$ cat src/rtl/md_unit_pkg.sv
// Shared definitions for the multiply/divide unit: operation codes, FSM
// states and small decode predicates used by the unit and its users.
package md_defs;

  typedef enum logic [3:0] {
    MD_NONE = 4'd0,
    MULT    = 4'd1,
    MULTU   = 4'd2,
    DIV     = 4'd3,
    DIVU    = 4'd4,
    MTHI    = 4'd5,
    MTLO    = 4'd6,
    MADD    = 4'd7,
    MADDU   = 4'd8,
    MSUB    = 4'd9,
    MSUBU   = 4'd10
  } md_op_e;

  typedef enum logic [1:0] {
    IDLE,
    MUL,
    DIV_ITER,
    DIV_FIX
  } md_state_e;

  // Multiply family: plain products and the accumulate variants.
  function automatic logic is_mul(input logic [3:0] op);
    return (op == MULT) || (op == MULTU) || (op == MADD) ||
           (op == MADDU) || (op == MSUB) || (op == MSUBU);
  endfunction

  function automatic logic is_div(input logic [3:0] op);
    return (op == DIV) || (op == DIVU);
  endfunction

  // Ops that interpret their operands as two's complement.
  function automatic logic is_signed(input logic [3:0] op);
    return (op == MULT) || (op == DIV) || (op == MADD) || (op == MSUB);
  endfunction

endpackage

$ cat src/rtl/md_unit_if.sv
// Request/response bundle between the E stage / stall unit and md_unit.
//   start, op, in1, in2, cancel : launch request and flush (master -> unit)
//   busy, done                  : handshake status (unit -> master)
//   hi_out, lo_out              : architectural HI/LO (unit -> master)
interface md_unit_if #(
  parameter int WIDTH = 32
);
  logic             start;
  logic [3:0]       op;
  logic [WIDTH-1:0] in1;
  logic [WIDTH-1:0] in2;
  logic             cancel;
  logic             busy;
  logic             done;
  logic [WIDTH-1:0] hi_out;
  logic [WIDTH-1:0] lo_out;

  modport master (
    output start, op, in1, in2, cancel,
    input  busy, done, hi_out, lo_out
  );

  modport slave (
    input  start, op, in1, in2, cancel,
    output busy, done, hi_out, lo_out
  );
endinterface

$ cat src/rtl/md_div_core.sv
// Unsigned restoring divider producing one quotient bit per step.
//   clk, reset          : clock, asynchronous active-low reset
//   load                : capture dividend/divisor, clear partial remainder
//   step                : perform one shift/subtract iteration
//   dividend, divisor   : unsigned operands (sampled on load)
//   quotient, remainder : valid after WIDTH steps
module md_div_core #(
  parameter int WIDTH = 32
) (
  input  logic             clk,
  input  logic             reset,
  input  logic             load,
  input  logic             step,
  input  logic [WIDTH-1:0] dividend,
  input  logic [WIDTH-1:0] divisor,
  output logic [WIDTH-1:0] quotient,
  output logic [WIDTH-1:0] remainder
);

  logic [WIDTH-1:0] quo_q;
  logic [WIDTH-1:0] rem_q;
  logic [WIDTH-1:0] dvsr_q;
  logic [WIDTH:0]   shifted;
  logic [WIDTH:0]   diff;

  // Partial remainder stays below the divisor, so one extra bit is enough
  // for the trial subtraction; diff[WIDTH] set means the subtraction borrowed.
  always_comb begin
    shifted = {rem_q, quo_q[WIDTH-1]};
    diff    = shifted - {1'b0, dvsr_q};
  end

  always_ff @(posedge clk or negedge reset) begin
    if (!reset) begin
      quo_q  <= '0;
      rem_q  <= '0;
      dvsr_q <= '0;
    end else if (load) begin
      quo_q  <= dividend;
      rem_q  <= '0;
      dvsr_q <= divisor;
    end else if (step) begin
      if (!diff[WIDTH]) begin
        rem_q <= diff[WIDTH-1:0];
        quo_q <= {quo_q[WIDTH-2:0], 1'b1};
      end else begin
        rem_q <= shifted[WIDTH-1:0];
        quo_q <= {quo_q[WIDTH-2:0], 1'b0};
      end
    end
  end

  assign quotient  = quo_q;
  assign remainder = rem_q;

endmodule

$ cat src/rtl/md_unit.sv
// E-stage multiply/divide unit holding architectural HI/LO.
//   clk    : clock, rising edge
//   reset  : asynchronous, active-low
//   bus    : md_unit_if.slave -- start/op/in1/in2/cancel in,
//            busy/done/hi_out/lo_out out
// Multiplies commit after MULT_LAT busy cycles; divides take WIDTH iterations
// plus one sign-fix cycle. cancel aborts any in-flight op without touching
// HI/LO and suppresses a launch on the same edge.
module md_unit
  import md_defs::*;
#(
  parameter int WIDTH    = 32,
  parameter int MULT_LAT = 5
) (
  input  logic     clk,
  input  logic     reset,
  md_unit_if.slave bus
);

  localparam int MAXC  = (WIDTH > MULT_LAT) ? WIDTH : MULT_LAT;
  localparam int CNT_W = $clog2(MAXC + 1);

  md_state_e          state_q, state_d;
  logic [CNT_W-1:0]   cnt_q;
  logic [3:0]         mop_q;
  logic [2*WIDTH-1:0] prod_q, prod_d;
  logic [2*WIDTH-1:0] a_ext, b_ext, acc, mul_res;
  logic [WIDTH-1:0]   hi_q, lo_q;
  logic               done_q;
  logic               q_neg_q, r_neg_q, dz_q;
  logic               sgn1, sgn2;
  logic [WIDTH-1:0]   mag1, mag2;
  logic [WIDTH-1:0]   quo, rem, quo_fix, rem_fix;

  logic mul_launch, div_load, div_step, cnt_inc;
  logic mul_commit, div_commit, mthi_wr, mtlo_wr;

  // Operand conditioning at launch: sign-extended copies feed the product,
  // magnitudes feed the unsigned divider core.
  always_comb begin
    sgn1   = is_signed(bus.op) & bus.in1[WIDTH-1];
    sgn2   = is_signed(bus.op) & bus.in2[WIDTH-1];
    a_ext  = {{WIDTH{sgn1}}, bus.in1};
    b_ext  = {{WIDTH{sgn2}}, bus.in2};
    prod_d = a_ext * b_ext;
    mag1   = sgn1 ? -bus.in1 : bus.in1;
    mag2   = sgn2 ? -bus.in2 : bus.in2;
  end

  md_div_core #(.WIDTH(WIDTH)) u_div (
    .clk       (clk),
    .reset     (reset),
    .load      (div_load),
    .step      (div_step),
    .dividend  (mag1),
    .divisor   (mag2),
    .quotient  (quo),
    .remainder (rem)
  );

  // Accumulate ops read HI/LO at commit, not at launch.
  always_comb begin
    acc = {hi_q, lo_q};
    case (mop_q)
      MADD, MADDU: mul_res = acc + prod_q;
      MSUB, MSUBU: mul_res = acc - prod_q;
      default:     mul_res = prod_q;
    endcase
    quo_fix = q_neg_q ? -quo : quo;
    rem_fix = r_neg_q ? -rem : rem;
  end

  always_ff @(posedge clk or negedge reset) begin
    if (!reset) state_q <= IDLE;
    else        state_q <= state_d;
  end

  always_comb begin
    state_d    = state_q;
    mul_launch = 1'b0;
    div_load   = 1'b0;
    div_step   = 1'b0;
    cnt_inc    = 1'b0;
    mul_commit = 1'b0;
    div_commit = 1'b0;
    mthi_wr    = 1'b0;
    mtlo_wr    = 1'b0;
    case (state_q)
      IDLE: begin
        if (bus.start && !bus.cancel) begin
          if (is_mul(bus.op)) begin
            state_d    = MUL;
            mul_launch = 1'b1;
          end else if (is_div(bus.op)) begin
            state_d  = DIV_ITER;
            div_load = 1'b1;
          end else if (bus.op == MTHI) begin
            mthi_wr = 1'b1;
          end else if (bus.op == MTLO) begin
            mtlo_wr = 1'b1;
          end
        end
      end
      MUL: begin
        if (bus.cancel) begin
          state_d = IDLE;
        end else if (cnt_q == CNT_W'(MULT_LAT)) begin
          state_d    = IDLE;
          mul_commit = 1'b1;
        end else begin
          cnt_inc = 1'b1;
        end
      end
      DIV_ITER: begin
        if (bus.cancel) begin
          state_d = IDLE;
        end else begin
          div_step = 1'b1;
          cnt_inc  = 1'b1;
          if (cnt_q == CNT_W'(WIDTH - 1)) state_d = DIV_FIX;
        end
      end
      DIV_FIX: begin
        state_d = IDLE;
        if (!bus.cancel) div_commit = 1'b1;
      end
      default: state_d = IDLE;
    endcase
  end

  // Multiply counter starts at 1 so the commit edge is exactly MULT_LAT
  // edges after launch; the divide counter counts completed iterations.
  always_ff @(posedge clk or negedge reset) begin
    if (!reset) begin
      cnt_q   <= '0;
      prod_q  <= '0;
      mop_q   <= '0;
      q_neg_q <= 1'b0;
      r_neg_q <= 1'b0;
      dz_q    <= 1'b0;
    end else begin
      if (mul_launch) begin
        prod_q <= prod_d;
        mop_q  <= bus.op;
        cnt_q  <= CNT_W'(1);
      end else if (div_load) begin
        q_neg_q <= sgn1 ^ sgn2;
        r_neg_q <= sgn1;
        dz_q    <= (bus.in2 == '0);
        cnt_q   <= '0;
      end else if (cnt_inc) begin
        cnt_q <= cnt_q + 1'b1;
      end
    end
  end

  always_ff @(posedge clk or negedge reset) begin
    if (!reset) begin
      hi_q   <= '0;
      lo_q   <= '0;
      done_q <= 1'b0;
    end else begin
      done_q <= mul_commit | div_commit;
      if (mthi_wr) hi_q <= bus.in1;
      if (mtlo_wr) lo_q <= bus.in1;
      if (mul_commit) {hi_q, lo_q} <= mul_res;
      if (div_commit && !dz_q) begin
        lo_q <= quo_fix;
        hi_q <= rem_fix;
      end
    end
  end

  assign bus.busy   = (state_q != IDLE);
  assign bus.done   = done_q;
  assign bus.hi_out = hi_q;
  assign bus.lo_out = lo_q;

endmodule

$ cat src/flat_wrapper.sv
// flat-port wrapper written by rule: the top's interface ports become plain ports
module md_unit_flat import md_defs::*;
#(
  parameter int WIDTH    = 32,
  parameter int MULT_LAT = 5
)
  (clk, reset, bus_start, bus_op, bus_in1, bus_in2, bus_cancel, bus_busy, bus_done, bus_hi_out, bus_lo_out);
  md_unit_if #(.WIDTH(WIDTH)) bus_i ();
  input  logic clk;
  input  logic reset;
  input wire logic [$bits(bus_i.start)-1:0] bus_start;
  input wire logic [$bits(bus_i.op)-1:0] bus_op;
  input wire logic [$bits(bus_i.in1)-1:0] bus_in1;
  input wire logic [$bits(bus_i.in2)-1:0] bus_in2;
  input wire logic [$bits(bus_i.cancel)-1:0] bus_cancel;
  output wire logic [$bits(bus_i.busy)-1:0] bus_busy;
  output wire logic [$bits(bus_i.done)-1:0] bus_done;
  output wire logic [$bits(bus_i.hi_out)-1:0] bus_hi_out;
  output wire logic [$bits(bus_i.lo_out)-1:0] bus_lo_out;
  assign bus_i.start = bus_start;
  assign bus_i.op = bus_op;
  assign bus_i.in1 = bus_in1;
  assign bus_i.in2 = bus_in2;
  assign bus_i.cancel = bus_cancel;
  assign bus_busy = bus_i.busy;
  assign bus_done = bus_i.done;
  assign bus_hi_out = bus_i.hi_out;
  assign bus_lo_out = bus_i.lo_out;
  md_unit #(.WIDTH(WIDTH), .MULT_LAT(MULT_LAT)) u_core (.clk(clk), .reset(reset), .bus(bus_i));
endmodule
$ cat config.mk
export PLATFORM = sky130hd
export DESIGN_NAME = md_unit_flat
export DESIGN_NICKNAME = d
export VERILOG_FILES = /design/src/rtl/md_unit_pkg.sv /design/src/rtl/md_unit_if.sv /design/src/rtl/md_div_core.sv /design/src/rtl/md_unit.sv /design/src/flat_wrapper.sv
export SDC_FILE = /design/constraint.sdc
export NUM_CORES = 2
export LEC_CHECK = 0
export CAP_MARGIN = 0
export CORE_MARGIN = 2
export CORE_UTILIZATION = 35
export CTS_BUF_LIST = sky130_fd_sc_hd__clkbuf_8
export DETAILED_ROUTE_END_ITERATION = 8
export PLACE_DENSITY = 0.48
export SLEW_MARGIN = 10
export SYNTH_ARGS = -nofsm -noshare
export SYNTH_HDL_FRONTEND = slang
export SYNTH_SLANG_ARGS = --single-unit
$ cat constraint.sdc
create_clock -name clk -period 8.88 [get_ports clk]
set_input_delay 1.776 -clock clk [delete_from_list [all_inputs] [get_ports clk]]
set_output_delay 1.776 -clock clk [all_outputs]
set_load 0.01 [all_outputs]
==> load_flow_metrics.sql <==
INSERT INTO impl_metrics (metric_group, metric, value, unit) VALUES
('drt', 'drt-initial-drc-count', '3912', ''),
('final_layout', 'final_cell_mix', 'inv_1, nand2_1, fa_1', ''),
('worst_setup_path', 'r2r.worst_path.cells', '19', ''),
('timing', 'setup_ws', '-142', 'ps'),
('drt', 'final_antenna_net_count', '0', ''),
('synth', 'synth-warning-count', '0', ''),
('timing', 'relSlewSlack', '0.310', ''),
('clock_network', 'htree_num_levels', '2', ''),
('worst_setup_path', 'startpoint', 'bus_op[1]', ''),
('worst_setup_path', 'critical_path.slowest_cell', 'fa_2', ''),
('run_status', 'outcome', 'finished, violations left', ''),
('timing', 'worst_clock_skew', '51.6', 'ps'),
('worst_setup_path', 'timing.critical_path.max_delay_family', 'adder cells', ''),
('clock_network', 'clock_tree_from_tritoncts', 'built', ''),
('drt', 'drtPass1Iterations', '5', ''),
('final_layout', 'num-fill-cells', '16636', ''),
('synth', 'netlist-cell-type-count', '78', ''),
('worst_setup_path', 'criticalPathCategory', 'in -> reg', ''),
('drt', 'drc_errors', '0', ''),
('place', 'placement.cell_area', '0.0665', 'mm^2'),
('timing', 'worst_hold_slack', '475', 'ps'),
('worst_setup_path', 'regToRegStartpoint', 'u_core.prod_q[12]', ''),
('worst_setup_path', 'timing.reg2reg.setup_slack', '2920', 'ps'),
('clock_network', 'clock_tree.root_cell', 'clkbuf_8', ''),
('clock_network', 'cts_buffers', '41', ''),
('worst_setup_path', 'crit-reg2reg-capture', 'u_core.bus.hi_out[30]', ''),
('clock_network', 'cts.reportedPaths.clkPinSlew', '60', 'ps'),
('synth', 'synthFlopType', 'dfrtp_1', ''),
('timing', 'final-hold-violation-count', '0', ''),
('timing', 'grt_setup_unrepaired', 'yes', ''),
('global_routing', 'gr-usage-all-layers', '0.245', ''),
('synth', 'seq_area_frac_synth', '0.103', ''),
('run_status', 'violations', 'setup timing', ''),
('drt', 'routed_wire_length', '208', 'mm'),
('final_layout', 'post_route_cells_drive_above_1_share', '0.132', ''),
('floorplanning', 'initial_utilization', '0.353', ''),
('worst_setup_path', 'slowest_delay', '590', 'ps'),
('clock_network', 'cts_buffer_depth', '3', ''),
('timing', 'worst-slew-pin-transition', '1030', 'ps'),
('worst_setup_path', 'end_kind', 'register', ''),
('clock_network', 'clk_latency', '620', 'ps'),
('timing', 'period_minus_slack', '9020', 'ps'),
('synth', 'syn_nets', '8370', ''),
('floorplanning', 'rows', '149', ''),
('clock_network', 'holdBufCountCts', '0', ''),
('final_layout', 'post_layout_nonfiller_instances', '9487', ''),
('final_layout', 'syn2layout_area_growth', '17.0', '%'),
('final_layout', 'layout_commonest_cell', 'inv_1', ''),
('synth', 'netlist_area', '0.0584', 'mm^2'),
('global_routing', 'grt_pass1_wl', '316', 'mm'),
('drt', 'route.detailed.vias_per_inst', '5.11', ''),
('clock_network', 'number_of_sinks_driven_by_the_clock_tree', '240', ''),
('worst_setup_path', 'arrival_time_at_the_worst_endpoint', '9520', 'ps'),
('global_routing', 'global_route.overflow_total', '0', ''),
('timing', 'finalMaxSlewViolations', '0', ''),
('drt', 'vias', '48432', ''),
('worst_setup_path', 'timing.critical_path.from_type', 'input port', ''),
('worst_setup_path', 'critical_path_cell_count', '35', ''),
('synth', 'ys_async_sr_fraction', '1.00', ''),
('floorplanning', 'core_region_area', '0.165', 'mm^2'),
('global_routing', 'grt_max_degree', '130', ''),
('final_layout', 'stdcell_area', '0.0683', 'mm^2'),
('timing', 'finalSetupViolCount', '8', ''),
('global_routing', 'grt_pass1_vias', '50068', ''),
('floorplanning', 'die_w', '412', 'um'),
('worst_setup_path', 'critical-path-top-cell-by-count', 'fa_1', ''),
('synth', 'syn_avg_cell_area', '8.52', 'um^2'),
('place', 'dp_cells', '9383', ''),
('timing', 'layout_worst_path_cycle_share', '1.02', ''),
('floorplanning', 'die_area', '0.170', 'mm^2'),
('min_path', 'min_path_type', 'reg -> reg', '');
==> final cells by class <==
| cell class | instances | area, um^2 | area share |
|---|---|---|---|
| inverters | 1198 | 4510 | 0.0660 |
| well taps | 2189 | 2740 | 0.0401 |
| repair buffers | 804 | 7270 | 0.106 |
| diodes | 3 | 7.51 | 0.000110 |
| clock inverters | 18 | 81.3 | 0.00119 |
| clock buffers | 51 | 702 | 0.0103 |
| flip-flops and latches | 240 | 6010 | 0.0880 |
| multi-input cells | 4984 | 47000 | 0.688 |
==> metrics by stage <==
| step | TNS (ps) | setup slack (ps) |
|---|---|---|
| after floorplan | -8780 | -868 |
| after CTS | -278 | -83.5 |
| after global routing | -3300 | -336 |
| final | -735 | -142 |
| after detailed placement | -34840 | -1490 |
| after global placement | -33390 | -1410 |
==> worst register-to-register path, stage by stage, from the launching register on <==
cell,delay [ps]
dfrtp_1,470
or4_1,620
nor3_2,290
nand2b_1,220
nor4_1,280
buf_4,190
nand2_1,140
o31ai_1,410
o21ai_0,190
xnor2_1,200
ha_1,490
nand3_1,110
nor4_1,410
o211ai_1,150
a21oi_1,320
o31ai_1,230
o311ai_0,530
xor2_1,140
a221oi_1,320
a21oi_1,120
==> what timing repair did <==
item / in CTS / in global routing
gates resized for setup: 108 / 65
pin swaps: 62 / 54
setup endpoints to repair: 28 / 25
buffers inserted: 22 / 9
gates cloned: 1 / 1
==> cells in the mapped netlist (11+ instances only) <==
cell type | n | area [um^2]
and2_1 | 360 | 2250
o31ai_1 | 51 | 383
or3_1 | 44 | 275
a21oi_1 | 241 | 1210
mux2_2 | 16 | 180
ha_1 | 319 | 3990
nor2_1 | 246 | 923
nand4_1 | 35 | 219
nand2_1 | 1145 | 4300
or4_1 | 24 | 180
xor2_1 | 138 | 1210
nor2b_1 | 15 | 93.8
a211oi_1 | 25 | 188
nand3_1 | 64 | 320
xnor2_1 | 199 | 1740
o21a_1 | 30 | 225
a22oi_1 | 18 | 135
buf_1 | 60 | 225
o21ai_0 | 304 | 1520
clkbuf_1 | 368 | 1380
mux2i_1 | 22 | 220
nor4_1 | 22 | 138
nor3_1 | 54 | 270
and3_1 | 33 | 206
a311oi_1 | 12 | 105
fa_1 | 1127 | 22600
inv_1 | 1198 | 4500
nand2b_1 | 26 | 163
a211o_1 | 12 | 105
dfrtp_1 | 240 | 6010
o21bai_1 | 32 | 240
o41ai_1 | 17 | 149
or2_2 | 15 | 93.8
o221ai_1 | 11 | 96.3
a31oi_1 | 84 | 526
o211ai_1 | 28 | 210
a21o_1 | 81 | 608
==> flip-flops by register name, indices dropped and copies added, names as in the netlist <==
| register | count |
|---|---|
| u_core.bus.done | 1 |
| u_core.r_neg_q | 1 |
| u_core.cnt_q | 6 |
| u_core.dz_q | 1 |
| u_core.u_div.remainder | 32 |
| u_core.bus.lo_out | 32 |
| u_core.u_div.quotient | 32 |
| u_core.u_div.dvsr_q | 32 |
| u_core.prod_q | 64 |
| u_core.bus.hi_out | 32 |
| u_core.state_q | 2 |
| u_core.mop_q | 4 |
| u_core.q_neg_q | 1 |
==> cell families after synthesis <==
kind of cell | after synthesis | share of synthesized area
mux | 38 | 0.00686
compound gates | 1043 | 0.112
flops | 240 | 0.103
fa+ha+maj | 1446 | 0.455
simple gates | 2119 | 0.167
buf+inv | 1628 | 0.105
xor+xnor | 338 | 0.0508
==> metal layers <==
metal,global-route usage,vias up,routed length [um]
met1,0.367,24657,99200
met3,0.0315,167,13600
met4,0.0521,8,4540
met2,0.377,1419,90700
li1,-,22181,-
met5,0,-,48
==> worst min-delay path by stage <==
stage,startpoint,cells past startpoint,to,slack [ps]
finish,u_core.u_div.dvsr_q[28],2,u_core.u_div.dvsr_q[28],470
global route,u_core.u_div.dvsr_q[29],2,u_core.u_div.dvsr_q[29],510
CTS,u_core.u_div.dvsr_q[6],2,u_core.u_div.dvsr_q[6],490
floorplan,u_core.u_div.dvsr_q[10],2,u_core.u_div.dvsr_q[10],450
detailed placement,u_core.u_div.dvsr_q[28],2,u_core.u_div.dvsr_q[28],470
global placement,u_core.u_div.dvsr_q[26],2,u_core.u_div.dvsr_q[26],460
Power is left out: the tool's default activity adds up to more than one toggle a clock period on the data nets, which glitch-free logic cannot reach.
